--- src/rtl/uart_ram_arbiter_pkg.sv ---
// uart_ram_arbiter_pkg: shared state/grant encodings and byte-lane helper
package uart_ram_arbiter_pkg;
  typedef enum logic [1:0] {
    ARB_IDLE = 2'd0,
    ARB_CPU  = 2'd1,
    ARB_RX   = 2'd2
  } arb_state_t;
  typedef enum logic {
    GNT_CPU = 1'b0,
    GNT_RX  = 1'b1
  } grant_t;
  function automatic logic [3:0] lane_sel(input logic [1:0] a);
    return 4'b0001 << a;
  endfunction
endpackage

--- src/rtl/uart_ram_arbiter_byte_fifo.sv ---
// byte_fifo: synchronous byte FIFO whose pop frees a slot for a same-cycle push
module byte_fifo #(
  parameter int DEPTH = 4
) (
  input  logic                   clk,
  input  logic                   rst,
  input  logic                   push,
  input  logic [7:0]             din,
  input  logic                   pop,
  output logic [7:0]             dout,
  output logic                   full,
  output logic                   empty,
  output logic [$clog2(DEPTH):0] level
);
  localparam int AW = $clog2(DEPTH);
  logic [7:0]    mem [DEPTH];
  logic [AW-1:0] rd_ptr, wr_ptr;
  logic          do_push, do_pop;
  assign empty   = level == '0;
  assign full    = level == (AW+1)'(DEPTH);
  assign do_pop  = pop & !empty;
  assign do_push = push & (!full | do_pop);
  assign dout    = mem[rd_ptr];
  // storage array, written on accepted pushes only
  always_ff @(posedge clk)
    if (do_push) mem[wr_ptr] <= din;
  // pointers and occupancy
  always_ff @(posedge clk) begin
    if (rst) begin
      rd_ptr <= '0;
      wr_ptr <= '0;
      level  <= '0;
    end else begin
      wr_ptr <= wr_ptr + AW'(do_push);
      rd_ptr <= rd_ptr + AW'(do_pop);
      level  <= level + (AW+1)'(do_push) - (AW+1)'(do_pop);
    end
  end
endmodule

--- src/rtl/uart_ram_arbiter.sv ---
// uart_ram_arbiter: shares servant_ram between the CPU bus and a UART RX byte ring
module uart_ram_arbiter
  import uart_ram_arbiter_pkg::*;
#(
  parameter logic [31:0] ADR_LL     = 32'h00000C00,
  parameter logic [31:0] ADR_UL     = 32'h00001FFF,
  parameter int          FIFO_DEPTH = 4
) (
  input  logic                          i_wb_clk,
  input  logic                          i_wb_rst,
  input  logic [31:0]                   i_cpu_adr,
  input  logic [31:0]                   i_cpu_dat,
  input  logic [3:0]                    i_cpu_sel,
  input  logic                          i_cpu_we,
  input  logic                          i_cpu_cyc,
  output logic [31:0]                   o_cpu_rdt,
  output logic                          o_cpu_ack,
  input  logic [7:0]                    i_rx_dat,
  input  logic                          i_rx_valid,
  output logic [31:0]                   o_ram_adr,
  output logic [31:0]                   o_ram_dat,
  output logic [3:0]                    o_ram_sel,
  output logic                          o_ram_we,
  output logic                          o_ram_cyc,
  input  logic [31:0]                   i_ram_rdt,
  input  logic                          i_ram_ack,
  output logic [31:0]                   o_rx_ptr,
  output logic [$clog2(FIFO_DEPTH):0]   o_rx_level,
  output logic                          o_overflow
);
  arb_state_t state;
  grant_t     last_grant;
  logic [7:0] head;
  logic       full, empty, pop, in_cpu, in_rx;
  assign in_cpu    = state == ARB_CPU;
  assign in_rx     = state == ARB_RX;
  assign pop       = in_rx & i_ram_ack;
  assign o_ram_adr = in_cpu ? i_cpu_adr : in_rx ? o_rx_ptr : '0;
  assign o_ram_dat = in_cpu ? i_cpu_dat : in_rx ? {4{head}} : '0;
  assign o_ram_sel = in_cpu ? i_cpu_sel : in_rx ? lane_sel(o_rx_ptr[1:0]) : '0;
  assign o_ram_we  = in_cpu ? i_cpu_we : in_rx;
  assign o_ram_cyc = in_cpu ? i_cpu_cyc : in_rx;
  assign o_cpu_ack = in_cpu & i_ram_ack;
  byte_fifo #(.DEPTH(FIFO_DEPTH)) u_fifo (
    .clk   (i_wb_clk),
    .rst   (i_wb_rst),
    .push  (i_rx_valid),
    .din   (i_rx_dat),
    .pop   (pop),
    .dout  (head),
    .full  (full),
    .empty (empty),
    .level (o_rx_level)
  );
  // round-robin arbiter FSM; every transaction returns through IDLE so cyc drops between grants
  always_ff @(posedge i_wb_clk) begin
    if (i_wb_rst) begin
      state      <= ARB_IDLE;
      last_grant <= GNT_RX;
      o_rx_ptr   <= ADR_LL;
      o_overflow <= 1'b0;
      o_cpu_rdt  <= '0;
    end else begin
      if (i_rx_valid & full & !pop) o_overflow <= 1'b1;
      case (state)
        ARB_IDLE:
          if (i_cpu_cyc && (empty || last_grant == GNT_RX)) begin
            state      <= ARB_CPU;
            last_grant <= GNT_CPU;
          end else if (!empty) begin
            state      <= ARB_RX;
            last_grant <= GNT_RX;
          end
        ARB_CPU:
          if (i_ram_ack) begin
            o_cpu_rdt <= i_ram_rdt;
            state     <= ARB_IDLE;
          end else if (!i_cpu_cyc) state <= ARB_IDLE;
        ARB_RX:
          if (i_ram_ack) begin
            o_rx_ptr <= o_rx_ptr == ADR_UL ? ADR_LL : o_rx_ptr + 32'd1;
            state    <= ARB_IDLE;
          end
        default: state <= ARB_IDLE;
      endcase
    end
  end
endmodule

--- config.mk ---
export PLATFORM = sky130hd
export DESIGN_NAME = uart_ram_arbiter
export DESIGN_NICKNAME = d
export VERILOG_FILES = /design/src/rtl/uart_ram_arbiter_pkg.sv /design/src/rtl/uart_ram_arbiter_byte_fifo.sv /design/src/rtl/uart_ram_arbiter.sv
export SDC_FILE = /design/constraint.sdc
export NUM_CORES = 1
export LEC_CHECK = 0
export BUFFER_PORTS_ARGS = -buffer_cell sky130_fd_sc_hd__buf_2
export CORE_MARGIN = 4
export CORE_UTILIZATION = 29
export CTS_CLUSTER_DIAMETER = 120
export DETAILED_ROUTE_END_ITERATION = 7
export PLACE_DENSITY = 0.65
export RECOVER_POWER = 100
export SETUP_SLACK_MARGIN = 0.05
export SYNTH_ARGS = -nofsm -noshare
export SYNTH_HDL_FRONTEND = slang
export SYNTH_SLANG_ARGS = --single-unit
--- constraint.sdc ---
create_clock -name i_wb_clk -period 4.75 [get_ports i_wb_clk]
set_clock_uncertainty 0.05 [all_clocks]
set_input_delay 0.475 -clock i_wb_clk [delete_from_list [all_inputs] [get_ports i_wb_clk]]
set_output_delay 0.475 -clock i_wb_clk [all_outputs]
set_load 0.01 [all_outputs]
==> flow_summary.toml, run 1 <==
[yosys]
yosys_warnings = 0
syn_nets = 639
ys_top_cells_by_area = "dfxtp_1 30%, edfxtp_1 19%, nand2_1 6.2%"
yosysTopAreaCellShare_pct = 29.6
async_reset_ff_share_pct = 0
synth_edf_count = 32
ys_types = 45
synth-seq-cells = 107
synth_top_area_cell = "dfxtp_1"
ys.flop_type = "dfxtp_1"
syn_area_mm2 = 0.00507
synth_cells = 517
ys_seq_area_share_pct = 48.6
avgSynthCellArea_um2 = 9.81

[critical_path]
crit_path_start_kind = "flip-flop"
crit_required_ps = 4220
end_kind = "output port"
crit_type = "reg2out"
critPathArrivalTime_ps = 2990
cp.buffers_inverters = 1
worstPathMaxFanout = 47
critical-path-top-delay-family = "simple AND/OR/NAND/NOR gates"
crit_chain = "nor2b_2 > and2_0 > a21o_1 > clkbuf_1"
critPathMaxStageDelay_ps = 1460
slowest_stage = "nor2b_2"

[clock_tree]
hold_buffers = 0
h-tree-depth = 3
cts.sinks = 107
clkTransAtPathRegs_ps = 70
cts_tree = "yes"
cts_resized = 0
clock_latency_ps = 340
ctsRootBufferMaster = "clkbuf_16"
cts_buffers = 9
postCtsSetupBuffers = 0
clockBufferDepth = 2

[global_route]
gr-total-overflow = 0
grt_max_degree = 70
grt_pass1_vias = 4478
grt_pass1_wl_mm = 23.1
grt_use_total_pct = 14.4
antenna_found_initial = 0

[routing]
num_vias = 4563
wl_met1_mm = 6.48
wire_per_inst_um = 14.7
drt_iter0_markers = 182
wl_met2_mm = 6.68
routed-wl-met3_mm = 1.04
drt-pass1-iter-count = 4
maxUsedRoutingLayer = "met4"
ant_nets = 0
wl_mm = 14.4
drc_errors = 0
vias_per_cell = 4.67

[sta]
setup_tns_ps = 0
max_freq_ghz = 0.284
fin_crit_ps = 3520
hold_viol = 0
max_slew_margin_pct = -22.0
rsz0062_at_grt = "false"
slew_viol_final = 48
hold_ws_ps = 312
tightest_slew_ps = 1820
min_period_over_period_pct = 74.0
setup_violations = 0

[final_layout]
fin_area_mm2 = 0.00659
drive_gt1_share_pct = 19.5
nets = 870
fin_util_pct = 38.3
area_growth_pct = 30.1
num_antenna_cells = 0

[run_status]
violations = "max-capacitance violations, max-slew violations"
status = "finished, violations left"

[die]
start_util_pct = 29.4
coreArea_mm2 = 0.0172
die_x_um = 140
dieArea_mm2 = 0.0197
fp-row-count = 48
dieHeight_um = 140
ioPinCount = 253

[power_and_ir_drop]
p_leak_uw = 0.00270
ir_drop_uv = 231
power_uw = 2510
power.density_mw_per_mm2 = 380

[flow_run]
cap_violations = 1

[placed_design]
portBuffers = 252
dp_hpwl_mm = 10.7
place.gp.congestion = 0.757
place_area_mm2 = 0.00648

[worst_hold_path]
min-delay-path-class = "in2reg"
final cells by class:
class	instances	area (µm²)
fillers	1795	10600
multi-input cells	366	2390
repair buffers	255	1110
clock buffers	12	268
well taps	225	282
clock inverters	3	46.3
flip-flops and latches	107	2460
inverters	9	33.8
cell families (layout without fill, tap and decap cells):
| logic type | count (synthesis) | count (layout) | share of synthesized area (%) |
|---|---|---|---|
| AND/OR/NAND/NOR | 203 | 203 | 20.0 |
| AO/OA/AOI/OAI | 117 | 117 | 16.5 |
| flip-flops | 107 | 107 | 48.6 |
| buffers and inverters | 44 | 279 | 4.02 |
| XOR/XNOR | 30 | 30 | 5.18 |
| adder cells (fa/ha/maj) | 8 | 8 | 2.12 |
| multiplexers | 8 | 8 | 3.55 |
synth_stat cells (all sizes together), types with 9 or more instances:
| master | number |
|---|---|
| clkbuf | 17 |
| nor2 | 37 |
| buf | 18 |
| and3 | 10 |
| a21o | 33 |
| inv | 9 |
| a22o | 35 |
| xor2 | 22 |
| dfxtp | 75 |
| nand2 | 86 |
| nand3 | 13 |
| a21oi | 37 |
| edfxtp | 32 |
| and2 | 12 |
| nand4 | 11 |
cell usage in the layout (no fill, tap or decap), types with 2 or more instances in the layout:
| cell | count |
|---|---|
| inv_1 | 9 |
| nor4_1 | 4 |
| xnor2_1 | 8 |
| xor2_1 | 22 |
| nand4_1 | 11 |
| and2_1 | 4 |
| edfxtp_1 | 32 |
| and3_1 | 10 |
| a2111oi_0 | 2 |
| a21oi_1 | 36 |
| nor3b_1 | 3 |
| buf_2 | 114 |
| a22o_1 | 35 |
| o21ai_0 | 4 |
| nor4b_1 | 2 |
| nand2_1 | 85 |
| clkbuf_1 | 139 |
| a21o_1 | 33 |
| nor2_1 | 36 |
| mux4_2 | 8 |
| nand3_1 | 11 |
| nor3_1 | 4 |
| clkbuf_16 | 10 |
| buf_4 | 2 |
| dfxtp_1 | 75 |
| nand2b_1 | 3 |
| nor2b_1 | 5 |
| or3_1 | 5 |
| and4_1 | 4 |
| ha_1 | 7 |
| and2_0 | 8 |
| a31oi_1 | 3 |
worst register-to-register path: cells and delay by family (launching register included):
kind / cells / cell delay (ps)
flip-flops: 1 / 490
AND/OR/NAND/NOR: 4 / 1860
metrics by stage:
stage | std cells | setup WS (ps)
final | 977 | 1230
after global routing | 977 | 926
after CTS | 977 | 1850
after detailed placement | 962 | 1870
after global placement | 962 | 1940
after floorplan | 517 | 2470
final timing paths:
check	start	to	slack (ps)	cells past startpoint
min	i_ram_rdt[2]	o_cpu_rdt[2]$_SDFFE_PP0P_	310	3
max	state[1]$_SDFFE_PP0P_	o_ram_dat[16]	1230	4
max reg2reg	state[1]$_SDFFE_PP0P_	u_fifo.mem[0][7]$_DFFE_PP_	1970	4
min reg2reg	o_cpu_rdt[9]$_SDFFE_PP0P_	o_cpu_rdt[9]$_SDFFE_PP0P_	400	2
registers in the layout, summed over array words and instances, names as in the netlist:
register	cells
u_fifo.wr_ptr	2
last_grant	1
u_fifo.level	3
state	2
o_cpu_rdt	32
u_fifo.rd_ptr	2
u_fifo.mem	32
o_overflow	1
o_rx_ptr	32
layer usage:
metal / GRT usage (%) / vias to the layer above
li1: - / 2288
met1: 18.7 / 2116
met2: 23.0 / 147
met3: 4.40 / 12
met4: 4.64 / 0
met5: 0 / -
where the power goes:
| group | total [µW] | switching, µW | internal, µW |
|---|---|---|---|
| Combinational | 659 | 389 | 271 |
| Sequential | 1070 | 55.5 | 1020 |
| Clock | 776 | 323 | 453 |
| Total | 2510 | 767 | 1740 |
No activity file was read; power rests on OpenSTA's default activity.
==> run 2: changes to the inputs <==
==> constraint.sdc (replaced) <==
create_clock -name i_wb_clk -period 3.61 [get_ports i_wb_clk]
set_clock_uncertainty 0.05 [all_clocks]
set_input_delay 0.361 -clock i_wb_clk [delete_from_list [all_inputs] [get_ports i_wb_clk]]
set_output_delay 0.361 -clock i_wb_clk [all_outputs]
set_load 0.01 [all_outputs]
==> flow_summary.toml, run 2 (synthesized netlist as in run 1, its figures left out) <==
[power_and_ir_drop]
p_leak_uw = 0.00276
power.density_mw_per_mm2 = 493
ir_drop_uv = 204

[critical_path]
crit_start = "state[1]$_SDFFE_PP0P_"
r2r_start = "o_rx_ptr[4]$_SDFFE_PP0P_"
crit_type = "reg2out"
crit_required_ps = 3200
worstPathMaxFanout = 25
slowest_stage = "nor2b_2"
reg2reg_to = "o_rx_ptr[7]$_SDFFE_PP0P_"
worst-r2r-setup-slack_ps = 810
critPathMaxStageDelay_ps = 810
critical-path-top-delay-family = "simple AND/OR/NAND/NOR gates"
cp.buffers_inverters = 2
crit_chain = "nor2b_2 > buf_4 > and2_0 > a21o_1 > clkbuf_1"
critPathArrivalTime_ps = 2620
crit_path_start_kind = "flip-flop"
worst_r2r_path_depth = 5
end_kind = "output port"

[clock_tree]
cts_tree = "yes"
h-tree-depth = 3
clkTransAtPathRegs_ps = 70
clockBufferDepth = 2
cts.sinks = 107
cts_resized = 0
postCtsSetupBuffers = 0
hold_buffers = 0
clock_latency_ps = 340
ctsRootBufferMaster = "clkbuf_16"
cts_buffers = 9

[routing]
wire_per_inst_um = 14.9
ant_nets = 0
wl_mm = 14.6
drc_errors = 0
vias_per_cell = 4.69
drt_iter0_markers = 255
num_vias = 4599
drt-pass1-iter-count = 4

[sta]
rsz0062_at_grt = "false"
slew_viol_final = 0
max_slew_margin_pct = 29.0
setup_tns_ps = 0
worst_slack_ps = 579
hold_viol = 0
setup_violations = 0
max_freq_ghz = 0.330
fin_crit_ps = 3030
tightest_slew_ps = 1060
min_period_over_period_pct = 84.0

[placed_design]
portBuffers = 252
place.gp.congestion = 0.741
post-place-ws_ps = 1170
dp_hpwl_mm = 11.0

[global_route]
grt_pass1_vias = 4339
grt_use_met1_pct = 18.3
grt_pass1_wl_mm = 22.9
grt_use_total_pct = 14.2
antenna_found_initial = 0
gr-total-overflow = 0
grt_max_degree = 70
use_met3_pct = 4.13
top_usage_layer = "met2"
grt_use_met2_pct = 23.2

[die]
coreArea_mm2 = 0.0172
ioPinCount = 253
start_util_pct = 29.4
die_x_um = 140
dieArea_mm2 = 0.0197
dieHeight_um = 140
fp-row-count = 48

[final_layout]
mostFrequentLayoutCells = "130 x buf_2, 125 x clkbuf_1, 85 x nand2_1, 75 x dfxtp_1, 36 x nor2_1"
nFillCells = 1802
area_growth_pct = 30.1
drive_gt1_share_pct = 21.6
num_antenna_cells = 0
layout_commonest_cell = "buf_2"
reg_top3 = "o_cpu_rdt (32), o_rx_ptr (32), u_fifo.mem (32)"
nets = 872

[worst_hold_path]
worstHoldPathCells = 3
min-delay-path-class = "in2reg"
worstHoldStart = "i_ram_rdt[0]"
hold_end = "o_cpu_rdt[0]$_SDFFE_PP0P_"

[flow_run]
cap_violations = 0

[run_status]
status = "complete, no violations"
## run 2: per-layer routing
metal	part of all wire (%)	vias up
met1	45	2109
met5	0	-
met3	7.2	20
met2	46	167
li1	-	2303
met4	1.9	0
## run 2: how the worst max path moves through the flow
stage,endpoint,cells after the start
5_1_grt,o_ram_dat[5],5
3_5_place_dp,u_fifo.mem[2][1]$_DFFE_PP_,5
6_report,o_ram_dat[1],5
3_3_place_gp,u_fifo.mem[2][1]$_DFFE_PP_,5
4_1_cts,o_ram_dat[27],5
2_1_floorplan,u_fifo.mem[0][0]$_DFFE_PP_,5
## run 2: layout make-up
| cell class | instances | area, µm² | area share, % |
|---|---|---|---|
| timing repair buffer | 257 | 1140 | 17.3 |
| clock inverter | 5 | 53.8 | 0.816 |
| inverter | 9 | 33.8 | 0.512 |
| tap | 225 | 282 | 4.27 |
| sequential | 107 | 2460 | 37.3 |
| clock buffer | 11 | 233 | 3.53 |
| multi-input combinational | 366 | 2390 | 36.2 |
## run 2: worst reg2reg max path: stages (launching register included)
cell     delay [ps]
dfxtp_1         430
and3_1          270
and3_1          510
nand2_1         340
o21ai_2         920
nor2_1          120
## run 2: through the flow
stage	instance area (µm²)	std cells	hold WS (ps)	power [µW]	utilization [%]
after floorplan	5070	517	403	1990	-
after global placement	6490	964	388	2360	37.7
after detailed placement	6490	964	395	2360	37.7
after CTS	6780	980	180	3330	39.3
after global routing	6600	980	195	3430	38.3
final	6600	980	196	3250	38.3
## run 2: power by group
group	total, µW	internal (µW)	switching (µW)
logic	882	371	510
registers	1410	1340	76.1
clock network	957	535	422
==> run 3: changes to the inputs <==
--- a/config.mk
+++ b/config.mk
@@ -5,12 +5,13 @@
 export SDC_FILE = /design/constraint.sdc
 export NUM_CORES = 1
 export LEC_CHECK = 0
+export ABC_AREA = 1
 export BUFFER_PORTS_ARGS = -buffer_cell sky130_fd_sc_hd__buf_2
 export CORE_MARGIN = 4
 export CORE_UTILIZATION = 29
 export CTS_CLUSTER_DIAMETER = 120
 export DETAILED_ROUTE_END_ITERATION = 7
-export PLACE_DENSITY = 0.65
+export PLACE_DENSITY = 0.66
 export RECOVER_POWER = 100
 export SETUP_SLACK_MARGIN = 0.05
 export SYNTH_ARGS = -nofsm -noshare
==> constraint.sdc (replaced) <==
create_clock -name i_wb_clk -period 2.5 [get_ports i_wb_clk]
set_clock_uncertainty 0.05 [all_clocks]
set_input_delay 0.25 -clock i_wb_clk [delete_from_list [all_inputs] [get_ports i_wb_clk]]
set_output_delay 0.25 -clock i_wb_clk [all_outputs]
set_load 0.01 [all_outputs]
==> flow_summary.toml, run 3 <==
[yosys]
yosys_warnings = 0
synth-seq-cells = 107
yosysTopAreaCellShare_pct = 27.9
ys_types = 30
ys.flop_type = "dfxtp_1"
ys_top_cells_by_area = "dfxtp_1 28%, edfxtp_1 18%, nand2_1 15%"
ys_seq_area_share_pct = 45.7
avgSynthCellArea_um2 = 7.03
synth.most_common_cell = "nand2_1"
synth_top_area_cell = "dfxtp_1"
synth_commonest_cells = "209 x nand2_1, 159 x nor2_1, 77 x o21ai_0"
syn_area_mm2 = 0.00538
async_reset_ff_share_pct = 0
synth_edf_count = 32
synth_cells = 766
syn_nets = 888

[run_status]
status = "complete, no violations"

[critical_path]
crit_chain = "inv_1 > nor2_4 > inv_1 > nor2_1 > buf_2 > buf_2"
crit_required_ps = 2200
critPathMaxStageDelay_ps = 520
crit_type = "reg2out"
cp.buffers_inverters = 4
end_kind = "output port"
worstPathMaxFanout = 33
r2r_start = "state[0]$_SDFFE_PP0P_"
slowest_stage = "buf_2"
crit_path_start_kind = "flip-flop"
critPathArrivalTime_ps = 1960
critical-path-top-delay-family = "buffers and inverters"
crit_start = "state[0]$_SDFFE_PP0P_"

[clock_tree]
cts_tree = "yes"
clock_latency_ps = 350
postCtsSetupBuffers = 0
hold_buffers = 0
cts_resized = 0
h-tree-depth = 3
cts_buffers = 9
clockBufferDepth = 2
ctsRootBufferMaster = "clkbuf_16"
clkTransAtPathRegs_ps = 80
cts.sinks = 107

[power_and_ir_drop]
p_leak_uw = 0.00304
p_int_uw = 3050
pwr-share-seq_pct = 43.7
power_uw = 4650
p_sw_share_pct = 34.4
power.density_mw_per_mm2 = 668
pwr-share-comb_pct = 26.6
switchingPower_uw = 1600
p_clk_share_pct = 29.7
ir_drop_uv = 347

[die]
ioPinCount = 253
fp-row-count = 49
dieHeight_um = 144
coreArea_mm2 = 0.0181
die_x_um = 144
dieArea_mm2 = 0.0208
start_util_pct = 29.8

[sta]
tightest_slew_ps = 992
slew_viol_final = 0
setup_violations = 0
rsz0062_at_grt = "false"
setup_tns_ps = 0
fin_crit_ps = 2260
min_period_over_period_pct = 90.4
max_freq_ghz = 0.442
max_slew_margin_pct = 33.8
hold_viol = 0

[placed_design]
dp_hpwl_mm = 13.5
place.gp.congestion = 0.951
portBuffers = 252
place_area_mm2 = 0.00691
dp_cells = 1232

[worst_hold_path]
worstHoldStart = "i_ram_rdt[13]"
min-delay-path-class = "in2reg"

[global_route]
grt_max_degree = 71
grt_pass1_wl_mm = 27.2
gr-total-overflow = 0
grt_pass1_vias = 5413
grt_use_total_pct = 16.6
antenna_found_initial = 1

[routing]
wire_per_inst_um = 14.1
drt_iter0_markers = 224
wl_mm = 17.6
drc_errors = 0
ant_nets = 0
vias_per_cell = 4.59
num_vias = 5728
drt-pass1-iter-count = 5

[final_layout]
num_antenna_cells = 0
reg_top3 = "o_cpu_rdt (32), o_rx_ptr (32), u_fifo.mem (32)"
layout_commonest_cell = "nand2_1"
area_growth_pct = 29.2
fin_cells = 1248
fin_area_mm2 = 0.00696
fin_util_pct = 38.5
mostFrequentLayoutCells = "209 x nand2_1, 164 x nor2_1, 150 x clkbuf_1, 108 x buf_2, 77 x o21ai_0"
seqCellArea_mm2 = 0.00246
nets = 1136
drive_gt1_share_pct = 13.2
nFillCells = 2001
multi_input_comb_area_mm2 = 0.00251

[flow_run]
cap_violations = 0
-- run 3: cell count changes in the layout (fill, tap and decap cells not counted), sizes merged, moves of 23 or more --
cell,delta
nand2,+123
nor2,+130
a21oi,-23
o21ai,+77
a22o,-29
inv,+65
a21o,-33
clkbuf,+26
-- run 3: worst register-to-register path: stages, from the launching register on --
cell,delay [ps]
dfxtp_1,330
inv_1,140
nand3_1,330
nor2_2,270
ha_1,140
inv_1,40
ha_1,200
fa_1,380
and3_1,190
nor3_1,110
-- run 3: per-layer routing --
layer | vias to the layer above | track usage [%] | part of all wire [%]
met4 | 2 | 3.58 | 0.98
li1 | 2939 | - | -
met5 | - | 0 | 0.040
met1 | 2547 | 21.1 | 43
met2 | 223 | 27.3 | 46
met3 | 17 | 6.02 | 9.6
-- run 3: worst paths after layout --
path                           endpoint  slack [ps]  cells after the start
max                           o_cpu_ack         240                      6
min          o_cpu_rdt[13]$_SDFFE_PP0P_          70                      3
max reg2reg  u_fifo.level[2]$_SDFF_PP0_         250                      9
min reg2reg     last_grant$_SDFFE_PP1P_         430                      2
-- run 3: cell families (layout without fill, tap and decap cells) --
family | after synthesis | after routing | share of synthesized area (%)
and+or+nand+nor | 429 | 429 | 32.1
AOI/OAI and AO/OA | 111 | 111 | 11.0
DFF | 107 | 107 | 45.7
xor gates and xnor gates | 12 | 12 | 1.95
buffers and inverters | 99 | 352 | 7.18
adders and majority gates | 8 | 8 | 2.00
-- run 3: power by group through the flow --
stage / clock (µW) / sequential, µW / combinational (µW)
after floorplan: 0 / 2100 / 722
final: 1380 / 2030 / 1240
after global placement: 0 / 2060 / 1340
after global routing: 1500 / 2050 / 1420
after CTS: 1420 / 2030 / 1350
after detailed placement: 0 / 2060 / 1350
-- run 3: area by class of cell --
type                            count  area share [%]
Multi-Input combinational cell    560            36.0
Sequential cell                   107            35.4
Clock buffer                        9            3.24
Timing Repair Buffer              264            16.5
Clock inverter                      7           0.845
Tap cell                          229            4.12
Inverter                           72            3.88
-- run 3: per-stage QoR --
step / hold slack, ps / setup slack [ps]
after floorplan: 299 / 557
after global placement: 415 / 476
after detailed placement: 410 / 416
after CTS: 49.7 / 266
after global routing: 65.8 / 79.5
final: 69.4 / 239
